--- src/rtl/wm_phase_timer.sv ---
// rtl/wm_phase_timer.sv - plant-side phase timer answering the washing-machine controller
// Debounces level/temperature switches, times wash/rinse/spin and flags fill/heat time-outs.
module wm_phase_timer #(
  parameter int CNT_W          = 16,
  parameter int DEB_CYCLES     = 4,
  parameter int WASH_CYCLES    = 1000,
  parameter int RINSE_CYCLES   = 600,
  parameter int SPIN_CYCLES    = 400,
  parameter int TIMEOUT_CYCLES = 5000
) (
  input  logic       i_clock,
  input  logic       i_reset,
  input  logic       i_fill_Water_Operation,
  input  logic       i_heat_Water_Operation,
  input  logic       i_wash_Operation,
  input  logic       i_rinse_Operation,
  input  logic       i_spin_Operation,
  input  logic       i_level_Raw,
  input  logic       i_temp_Raw,
  output logic       o_sig_Full,
  output logic       o_sig_Temperature,
  output logic       o_sig_Completed,
  output logic       o_sig_Time_Out,
  output logic       o_op_Conflict,
  output logic [2:0] o_phase
);

  typedef enum logic [2:0] {
    S_IDLE      = 3'd0,
    S_FILL      = 3'd1,
    S_HEAT      = 3'd2,
    S_WASH      = 3'd3,
    S_RINSE     = 3'd4,
    S_SPIN      = 3'd5,
    S_DONE      = 3'd6,
    S_TIMED_OUT = 3'd7
  } state_t;

  // Terminal counts are compared against the pre-increment value, so the pulse
  // register loads on the edge where the full count is reached.
  localparam logic [CNT_W-1:0] DEB_LAST   = CNT_W'(DEB_CYCLES - 1);
  localparam logic [CNT_W-1:0] TO_LAST    = CNT_W'(TIMEOUT_CYCLES - 1);
  localparam logic [CNT_W-1:0] WASH_LAST  = CNT_W'(WASH_CYCLES - 1);
  localparam logic [CNT_W-1:0] RINSE_LAST = CNT_W'(RINSE_CYCLES - 1);
  localparam logic [CNT_W-1:0] SPIN_LAST  = CNT_W'(SPIN_CYCLES - 1);

  state_t           r_state;
  state_t           r_last_op;
  state_t           w_sel;
  state_t           w_state_nx;
  state_t           w_last_op_nx;
  logic [CNT_W-1:0] r_phase_cnt;
  logic [CNT_W-1:0] r_deb_cnt;
  logic [CNT_W-1:0] w_phase_cnt_nx;
  logic [CNT_W-1:0] w_deb_cnt_nx;
  logic [CNT_W-1:0] w_phase_cnt_inc;
  logic [CNT_W-1:0] w_dur_last;
  logic [4:0]       w_ops;
  logic             w_conflict;
  logic             w_raw;
  logic             w_success;
  logic             r_full;
  logic             r_temp;
  logic             r_completed;
  logic             r_time_out;
  logic             r_conflict;
  logic             w_full_nx;
  logic             w_temp_nx;
  logic             w_completed_nx;
  logic             w_time_out_nx;

  assign w_ops = {i_spin_Operation, i_rinse_Operation, i_wash_Operation,
                  i_heat_Water_Operation, i_fill_Water_Operation};

  // More than one bit set: clearing the lowest set bit leaves something behind.
  assign w_conflict = (w_ops & (w_ops - 5'd1)) != 5'd0;

  always_comb begin
    w_sel = S_IDLE;
    if (i_fill_Water_Operation)      w_sel = S_FILL;
    else if (i_heat_Water_Operation) w_sel = S_HEAT;
    else if (i_wash_Operation)       w_sel = S_WASH;
    else if (i_rinse_Operation)      w_sel = S_RINSE;
    else if (i_spin_Operation)       w_sel = S_SPIN;
  end

  assign w_phase_cnt_inc = (r_phase_cnt == {CNT_W{1'b1}}) ? r_phase_cnt
                                                          : r_phase_cnt + CNT_W'(1);

  always_comb begin
    w_dur_last = WASH_LAST;
    case (r_state)
      S_RINSE: w_dur_last = RINSE_LAST;
      S_SPIN:  w_dur_last = SPIN_LAST;
      default: w_dur_last = WASH_LAST;
    endcase
  end

  assign w_raw = (r_state == S_FILL) ? i_level_Raw : i_temp_Raw;

  always_comb begin
    w_state_nx     = r_state;
    w_last_op_nx   = r_last_op;
    w_phase_cnt_nx = r_phase_cnt;
    w_deb_cnt_nx   = r_deb_cnt;
    w_full_nx      = 1'b0;
    w_temp_nx      = 1'b0;
    w_completed_nx = 1'b0;
    w_time_out_nx  = 1'b0;
    w_success      = 1'b0;

    // A change of selected operation (including dropping to none) always wins
    // and aborts whatever the current phase was doing.
    if (w_sel != r_last_op) begin
      w_state_nx     = w_sel;
      w_last_op_nx   = w_sel;
      w_phase_cnt_nx = '0;
      w_deb_cnt_nx   = '0;
    end else begin
      case (r_state)
        S_FILL, S_HEAT: begin
          w_phase_cnt_nx = w_phase_cnt_inc;
          if (w_raw) begin
            if (r_deb_cnt == DEB_LAST) w_success = 1'b1;
            else                       w_deb_cnt_nx = r_deb_cnt + CNT_W'(1);
          end else begin
            w_deb_cnt_nx = '0;
          end
          if (w_success) begin
            w_state_nx = S_DONE;
            w_full_nx  = (r_state == S_FILL);
            w_temp_nx  = (r_state == S_HEAT);
          end else if (r_phase_cnt == TO_LAST) begin
            w_state_nx    = S_TIMED_OUT;
            w_time_out_nx = 1'b1;
          end
        end
        S_WASH, S_RINSE, S_SPIN: begin
          w_phase_cnt_nx = w_phase_cnt_inc;
          if (r_phase_cnt == w_dur_last) begin
            w_state_nx     = S_DONE;
            w_completed_nx = 1'b1;
          end
        end
        default: begin
        end
      endcase
    end
  end

  always_ff @(posedge i_clock) begin
    if (i_reset) begin
      r_state     <= S_IDLE;
      r_last_op   <= S_IDLE;
      r_phase_cnt <= '0;
      r_deb_cnt   <= '0;
      r_full      <= 1'b0;
      r_temp      <= 1'b0;
      r_completed <= 1'b0;
      r_time_out  <= 1'b0;
      r_conflict  <= 1'b0;
    end else begin
      r_state     <= w_state_nx;
      r_last_op   <= w_last_op_nx;
      r_phase_cnt <= w_phase_cnt_nx;
      r_deb_cnt   <= w_deb_cnt_nx;
      r_full      <= w_full_nx;
      r_temp      <= w_temp_nx;
      r_completed <= w_completed_nx;
      r_time_out  <= w_time_out_nx;
      r_conflict  <= w_conflict;
    end
  end

  assign o_sig_Full        = r_full;
  assign o_sig_Temperature = r_temp;
  assign o_sig_Completed   = r_completed;
  assign o_sig_Time_Out    = r_time_out;
  assign o_op_Conflict     = r_conflict;
  assign o_phase           = r_state;

endmodule

--- config.mk ---
export PLATFORM = sky130hd
export DESIGN_NAME = wm_phase_timer
export DESIGN_NICKNAME = d
export VERILOG_FILES = /design/src/rtl/wm_phase_timer.sv
export SDC_FILE = /design/constraint.sdc
export NUM_CORES = 1
export LEC_CHECK = 0
export ABC_AREA = 0
export BUFFER_PORTS_ARGS = -buffer_cell sky130_fd_sc_hd__buf_2
export CORE_ASPECT_RATIO = 1.1
export CORE_MARGIN = 2
export CORE_UTILIZATION = 60
export CTS_CLUSTER_SIZE = 12
export DETAILED_ROUTE_END_ITERATION = 10
export PLACE_DENSITY = 0.78
export SYNTH_ARGS = -nofsm -noshare
export SYNTH_HDL_FRONTEND = slang
export SYNTH_SLANG_ARGS = --single-unit
export TNS_END_PERCENT = 5
--- constraint.sdc ---
create_clock -name i_clock -period 4.55 [get_ports i_clock]
set_input_delay 0.2275 -clock i_clock [delete_from_list [all_inputs] [get_ports i_clock]]
set_output_delay 0.2275 -clock i_clock [all_outputs]
set_load 0.005 [all_outputs]
==> out/results.txt, run 1 <==
Routed WL per cell = 13.1 um
Io pins = 17
Clk_lat worst skew = 300 ps
Setup_tns = 0 ps
Required @ worst endpoint = 4720 ps
Gr usage total = 22.6%
Clk buf depth = 2
Sequential cell area = 861 um2
Multi-input logic area = 0.00131 mm2
Routed vias = 1882
Vias in the first global route = 1754
Post-CTS setup buffer count = 0
Vias/cell = 5.74
Core Box Area = 0.00363 mm2
Clock Skews = 12.1 ps
Reg power frac = 51.3%
Clock Power Share = 38.8%
Net count after synthesis = 275
Post-DP Area = 0.00234 mm2
Final instance area = 0.00245 mm2
CTS sink cnt = 43
CTS Hold Bufs = 0
Synth unique cells = 50
Leakage Power = 0.819 nW
Post-CTS sizing = 0
TritonCTS clock tree = built
Register area share after synthesis = 38.3%
Rel. slew slack = 31.2%
Slowest-stage cell, CP = dfxtp_1
DP Wirelength = 3.02 mm
Worst path cell trace = nor3b_1 -> mux2i_1 -> o21ai_1 -> nor4_1 -> xnor2_1 -> nor2_1
Synth-to-Final Area Change = 9.08%
PortBufs = 16
Max Used Layer = met4
Crit end category = flop
Largest net degree at the start of global routing = 23
Metal-1 WL = 2.08 mm
Final Power = 0.763 mW
Comb power frac = 9.9%
Total Wirelength = 4.31 mm
DR iter-0 viols = 110
Outcome = finished clean
Fin util = 67.6%
Clock Tree Root = clkbuf_8
Fill count = 316
Met2 WL post-DR = 2.02 mm
Max stage delay on crit path = 490 ps
Critical path arrival = 2660 ps
HP Class = input pin to flop
Power per cell area = 311 mW/mm2
Final ANT Viol Nets = 0
Die area = 0.00425 mm2
# Max-Cap Violations = 0
Initial Utilization = 61.9%
Final #Nets = 288
Worst-case reg-to-reg path depth = 6
Primary FF master, synth = dfxtp_1
Ratio of cells with drive above 1 in the final layout = 12.9%
Synth Cell Area = 0.00225 mm2
Fmax achieved = 402 MHz
Post-synth EDFFs = 0
Yosys reg bits = 43
Crit Path Class = flop to flop
Worst-path maximum fanout = 16
Diode count = 0
Async SR Flop Fraction = 0%
Internal power = 0.572 mW
Die W = 62.3 um
Die height = 68.2 um
Synth Warn # = 0
Max Slew Vio Count = 0
Met3 wire len = 136 um
Min Hold Slack = 206 ps
DRC = 0
RSZ-0062 raised after global routing = no
First-pass iteration count of the detailed router = 4
Switching share of power = 25.0%
Actual slew at the worst max-slew pin = 1030 ps
Psw = 0.191 mW
Critical path startpoint category = flop
Fin crit share = 54.7%
Final hold vios = 0
Endpoints failing setup = 0
Peak VDD IR = 0.000220 V
CTS Buf Count = 5
Reg clk slew, reported paths = 90 ps
Initial antenna violation count = 0
Cells after synthesis = 264
Row count = 23
Mean Syn Cell Area = 8.51 um2
Placer Congestion = 0.828
Htree depth = 2
First-pass GRT wire length = 7.69 mm
Min Tclk post-route = 2490 ps
Worst Hold Path Cells = 2
Gr ovfl total = 0
-- layer usage --
layer | GRT usage, % | up-vias
met5 | 0 | -
met4 | 9.44 | 0
met3 | 5.43 | 10
met2 | 38.9 | 32
met1 | 27.6 | 878
li1 | - | 962
-- state kept, by name (all words and copies together) (netlist names) --
register           cells
o_op_Conflict          1
o_phase                3
o_sig_Completed        1
o_sig_Full             1
o_sig_Temperature      1
o_sig_Time_Out         1
r_deb_cnt             16
r_last_op              3
r_phase_cnt           16
-- metrics by stage --
stage | setup WS [ps] | cells
2_1_floorplan | 2640 | 264
3_3_place_gp | 2220 | 320
3_5_place_dp | 2110 | 320
4_1_cts | 2070 | 328
5_1_grt | 1810 | 328
6_report | 2060 | 328
-- layout make-up --
cell class	instances	area share (%)
inverters	6	0.919
well taps	50	2.55
clock buffers	5	2.81
clock inverters	3	1.79
multi-input cells	205	53.5
flip-flops and latches	43	35.1
repair buffers	16	3.27
-- synth_stat cells (all sizes together), types with 3 or more instances --
library cell,count,area [um2]
nor2,49,184
nand2,17,63.8
inv,6,22.5
nor3,15,85.1
nor4,8,65.1
nor3b,6,60.1
nand3,8,40.0
buf,9,47.6
xnor2,14,123
xor2,13,114
nand2b,5,31.3
o21a,3,22.5
dfxtp,43,861
and3,3,18.8
o21ai,3,18.8
a21oi,8,40.0
nand4,14,87.6
mux2i,5,50.1
nor4b,3,32.5
-- kinds of logic (layout without fill, tap and decap cells) --
logic type                 Yosys count  in the layout  synth area share [%]
AOI/OAI and AO/OA                   28             28                  9.42
adders and majority gates            2              2                  1.11
xor gates and xnor gates            27             27                  10.5
and+or+nand+nor                    143            143                  35.1
muxes                                5              5                  2.23
buffers and inverters               16             30                  3.29
DFF                                 43             43                  38.3
-- worst max-delay path, delay by kind of cell (launching register included) --
kind	cells	cell delay, ps
and+or+nand+nor	3	870
DFF	1	490
AOI/OAI and AO/OA	1	430
muxes	1	400
xor gates and xnor gates	1	170
-- power by group through the flow --
| stage | sequential, mW | combinational, mW | clock [mW] |
|---|---|---|---|
| after floorplan | 0.394 | 0.0644 | 0 |
| after global placement | 0.400 | 0.0740 | 0 |
| after detailed placement | 0.400 | 0.0748 | 0 |
| after CTS | 0.391 | 0.0754 | 0.301 |
| after global routing | 0.393 | 0.0841 | 0.319 |
| final | 0.391 | 0.0755 | 0.296 |
-- final timing paths --
path / end / slack [ps] / from
worst max-delay path: r_deb_cnt[15] / 2060 / o_phase[2]
worst min-delay path: o_op_Conflict / 210 / i_reset
worst max register to register: r_deb_cnt[15] / 2060 / o_phase[2]
worst min register to register: r_deb_cnt[1] / 480 / r_deb_cnt[1]
-- cells in the final DEF (no fill, tap or decap), types with 2 or more instances in the layout --
cell / count
o21ai_1: 2
nand2_1: 17
dfxtp_1: 43
nor3b_1: 3
nor2_1: 49
buf_2: 16
nor4b_1: 2
o21a_1: 3
mux2i_1: 5
nand4_1: 14
clkbuf_8: 5
xor2_1: 13
nor2b_1: 2
ha_1: 2
nor3_2: 2
o211ai_1: 2
and4b_1: 2
nand3_1: 8
nor4_1: 7
inv_1: 6
xnor2_1: 14
nor3b_2: 3
nor3_1: 13
a2bb2oi_1: 2
nand2b_1: 5
nand3b_1: 2
a21oi_1: 8
and3_1: 3
or4_1: 2
Power figures use the tool's default switching activity.
==> run 2, diff against run 1 <==
--- a/config.mk
+++ b/config.mk
@@ -9,10 +9,10 @@
 export BUFFER_PORTS_ARGS = -buffer_cell sky130_fd_sc_hd__buf_2
 export CORE_ASPECT_RATIO = 1.1
 export CORE_MARGIN = 2
-export CORE_UTILIZATION = 60
+export CORE_UTILIZATION = 53
 export CTS_CLUSTER_SIZE = 12
 export DETAILED_ROUTE_END_ITERATION = 10
-export PLACE_DENSITY = 0.78
+export PLACE_DENSITY = 0.72
 export SYNTH_ARGS = -nofsm -noshare
 export SYNTH_HDL_FRONTEND = slang
 export SYNTH_SLANG_ARGS = --single-unit
==> constraint.sdc (replaced) <==
create_clock -name i_clock -period 2.13 [get_ports i_clock]
set_input_delay 0.1065 -clock i_clock [delete_from_list [all_inputs] [get_ports i_clock]]
set_output_delay 0.1065 -clock i_clock [all_outputs]
set_load 0.005 [all_outputs]
==> out/results.txt, run 2 (synthesis results as in run 1) <==
Routed WL per cell = 12.6 um
Peak VDD IR = 0.000295 V
Setup_tns = 0 ps
HP Class = input pin to flop
Vias in the first global route = 1788
Regs by FF count = r_deb_cnt x16, r_phase_cnt x16
Final #Nets = 298
Crit end category = flop
First-pass GRT wire length = 7.65 mm
Layout Cells excl Fill = 340
CTS sink cnt = 43
Post-CTS sizing = 0
Commonest cells after routing, fill and taps aside = 49 x nor2_1, 43 x dfxtp_1, 17 x nand2_1, 16 x buf_2
Gr ovfl total = 0
Die area = 0.00477 mm2
Dpl ws = 222 ps
Ratio of cells with drive above 1 in the final layout = 16.0%
DP Wirelength = 3.15 mm
Placer Congestion = 0.802
Fin crit share = 91.1%
Clock Tree Root = clkbuf_8
DRC = 0
CTS Buf Count = 5
Outcome = finished clean
DR iter-0 viols = 92
Post-DP Area = 0.00241 mm2
Post-CTS setup buffer count = 0
Fmax achieved = 515 MHz
Die height = 72.3 um
Endpoints failing setup = 0
First-pass iteration count of the detailed router = 4
Diode count = 0
Gr usage total = 20.1%
Critical path startpoint category = flop
Leakage Power = 0.858 nW
Actual slew at the worst max-slew pin = 555 ps
Final Power = 1.52 mW
Die W = 66.1 um
Final instance area = 0.00250 mm2
Critical path arrival = 2100 ps
# placed instances = 332
Max Slew Vio Count = 0
Power per cell area = 607 mW/mm2
Rel. slew slack = 63.0%
TritonCTS clock tree = built
Largest net degree at the start of global routing = 16
Clk_lat worst skew = 290 ps
CTS Hold Bufs = 0
Min setup slack post-route = 189 ps
Clk buf depth = 2
Initial Utilization = 55.8%
Worst-path maximum fanout = 9
Initial antenna violation count = 0
Row count = 24
Routed vias = 1873
Min Hold Slack = 83.9 ps
Crit Path Class = flop to flop
Core Box Area = 0.00402 mm2
Commonest non-fill, non-tap cell in the layout = nor2_1
Fin util = 62.1%
RSZ-0062 raised after global routing = no
Fill count = 374
Clock Skews = 3.18 ps
Reg clk slew, reported paths = 80 ps
Vias/cell = 5.51
PortBufs = 16
# Max-Cap Violations = 0
Htree depth = 2
Min Tclk post-route = 1940 ps
Total Wirelength = 4.30 mm
Synth-to-Final Area Change = 11.3%
Io pins = 17
Required @ worst endpoint = 2290 ps
Final ANT Viol Nets = 0
Final hold vios = 0
## run 2: cell types whose count changed in the layout (fill, tap and decap cells not counted)
| cell | delta |
|---|---|
| clkinv_4 | -1 |
| clkinv_2 | +2 |
| buf_4 | +10 |
| bufinv_16 | -1 |
## run 2: where the power goes
group | internal, mW | switching [mW]
sequential | 0.814 | 0.00862
clock | 0.224 | 0.271
combinational | 0.0772 | 0.120
total | 1.12 | 0.399
## run 2: path summary, 6_finish.rpt
kind	endpoint	cells past startpoint	slack (ps)	startpoint
setup / recovery	r_deb_cnt[12]	7	190	o_phase[0]
hold / removal	o_op_Conflict	2	80	i_reset
setup reg to reg	r_deb_cnt[12]	7	190	o_phase[0]
hold reg to reg	r_deb_cnt[1]	2	490	r_deb_cnt[1]
## run 2: critical path, stage by stage (launching register included)
cell	delay, ps
dfxtp_1	360
nor3b_1	270
mux2i_1	290
buf_4	160
o21a_1	330
nand4_1	160
xor2_1	170
nor2_1	60
## run 2: area by class of cell
type	count	area (um2)	share of cell area [%]
Sequential cell	43	861	34.5
Tap cell	52	65.1	2.60
Multi-Input combinational cell	205	1310	52.5
Clock buffer	5	68.8	2.75
Clock inverter	3	15.0	0.601
Timing Repair Buffer	26	155	6.21
Inverter	6	22.5	0.901
## run 2: layer usage
metal | part of all wire, % | global-route usage, %
met5 | 0 | 0
met3 | 3.0 | 4.65
met2 | 46 | 33.3
met1 | 49 | 25.8
met4 | 1.2 | 7.03
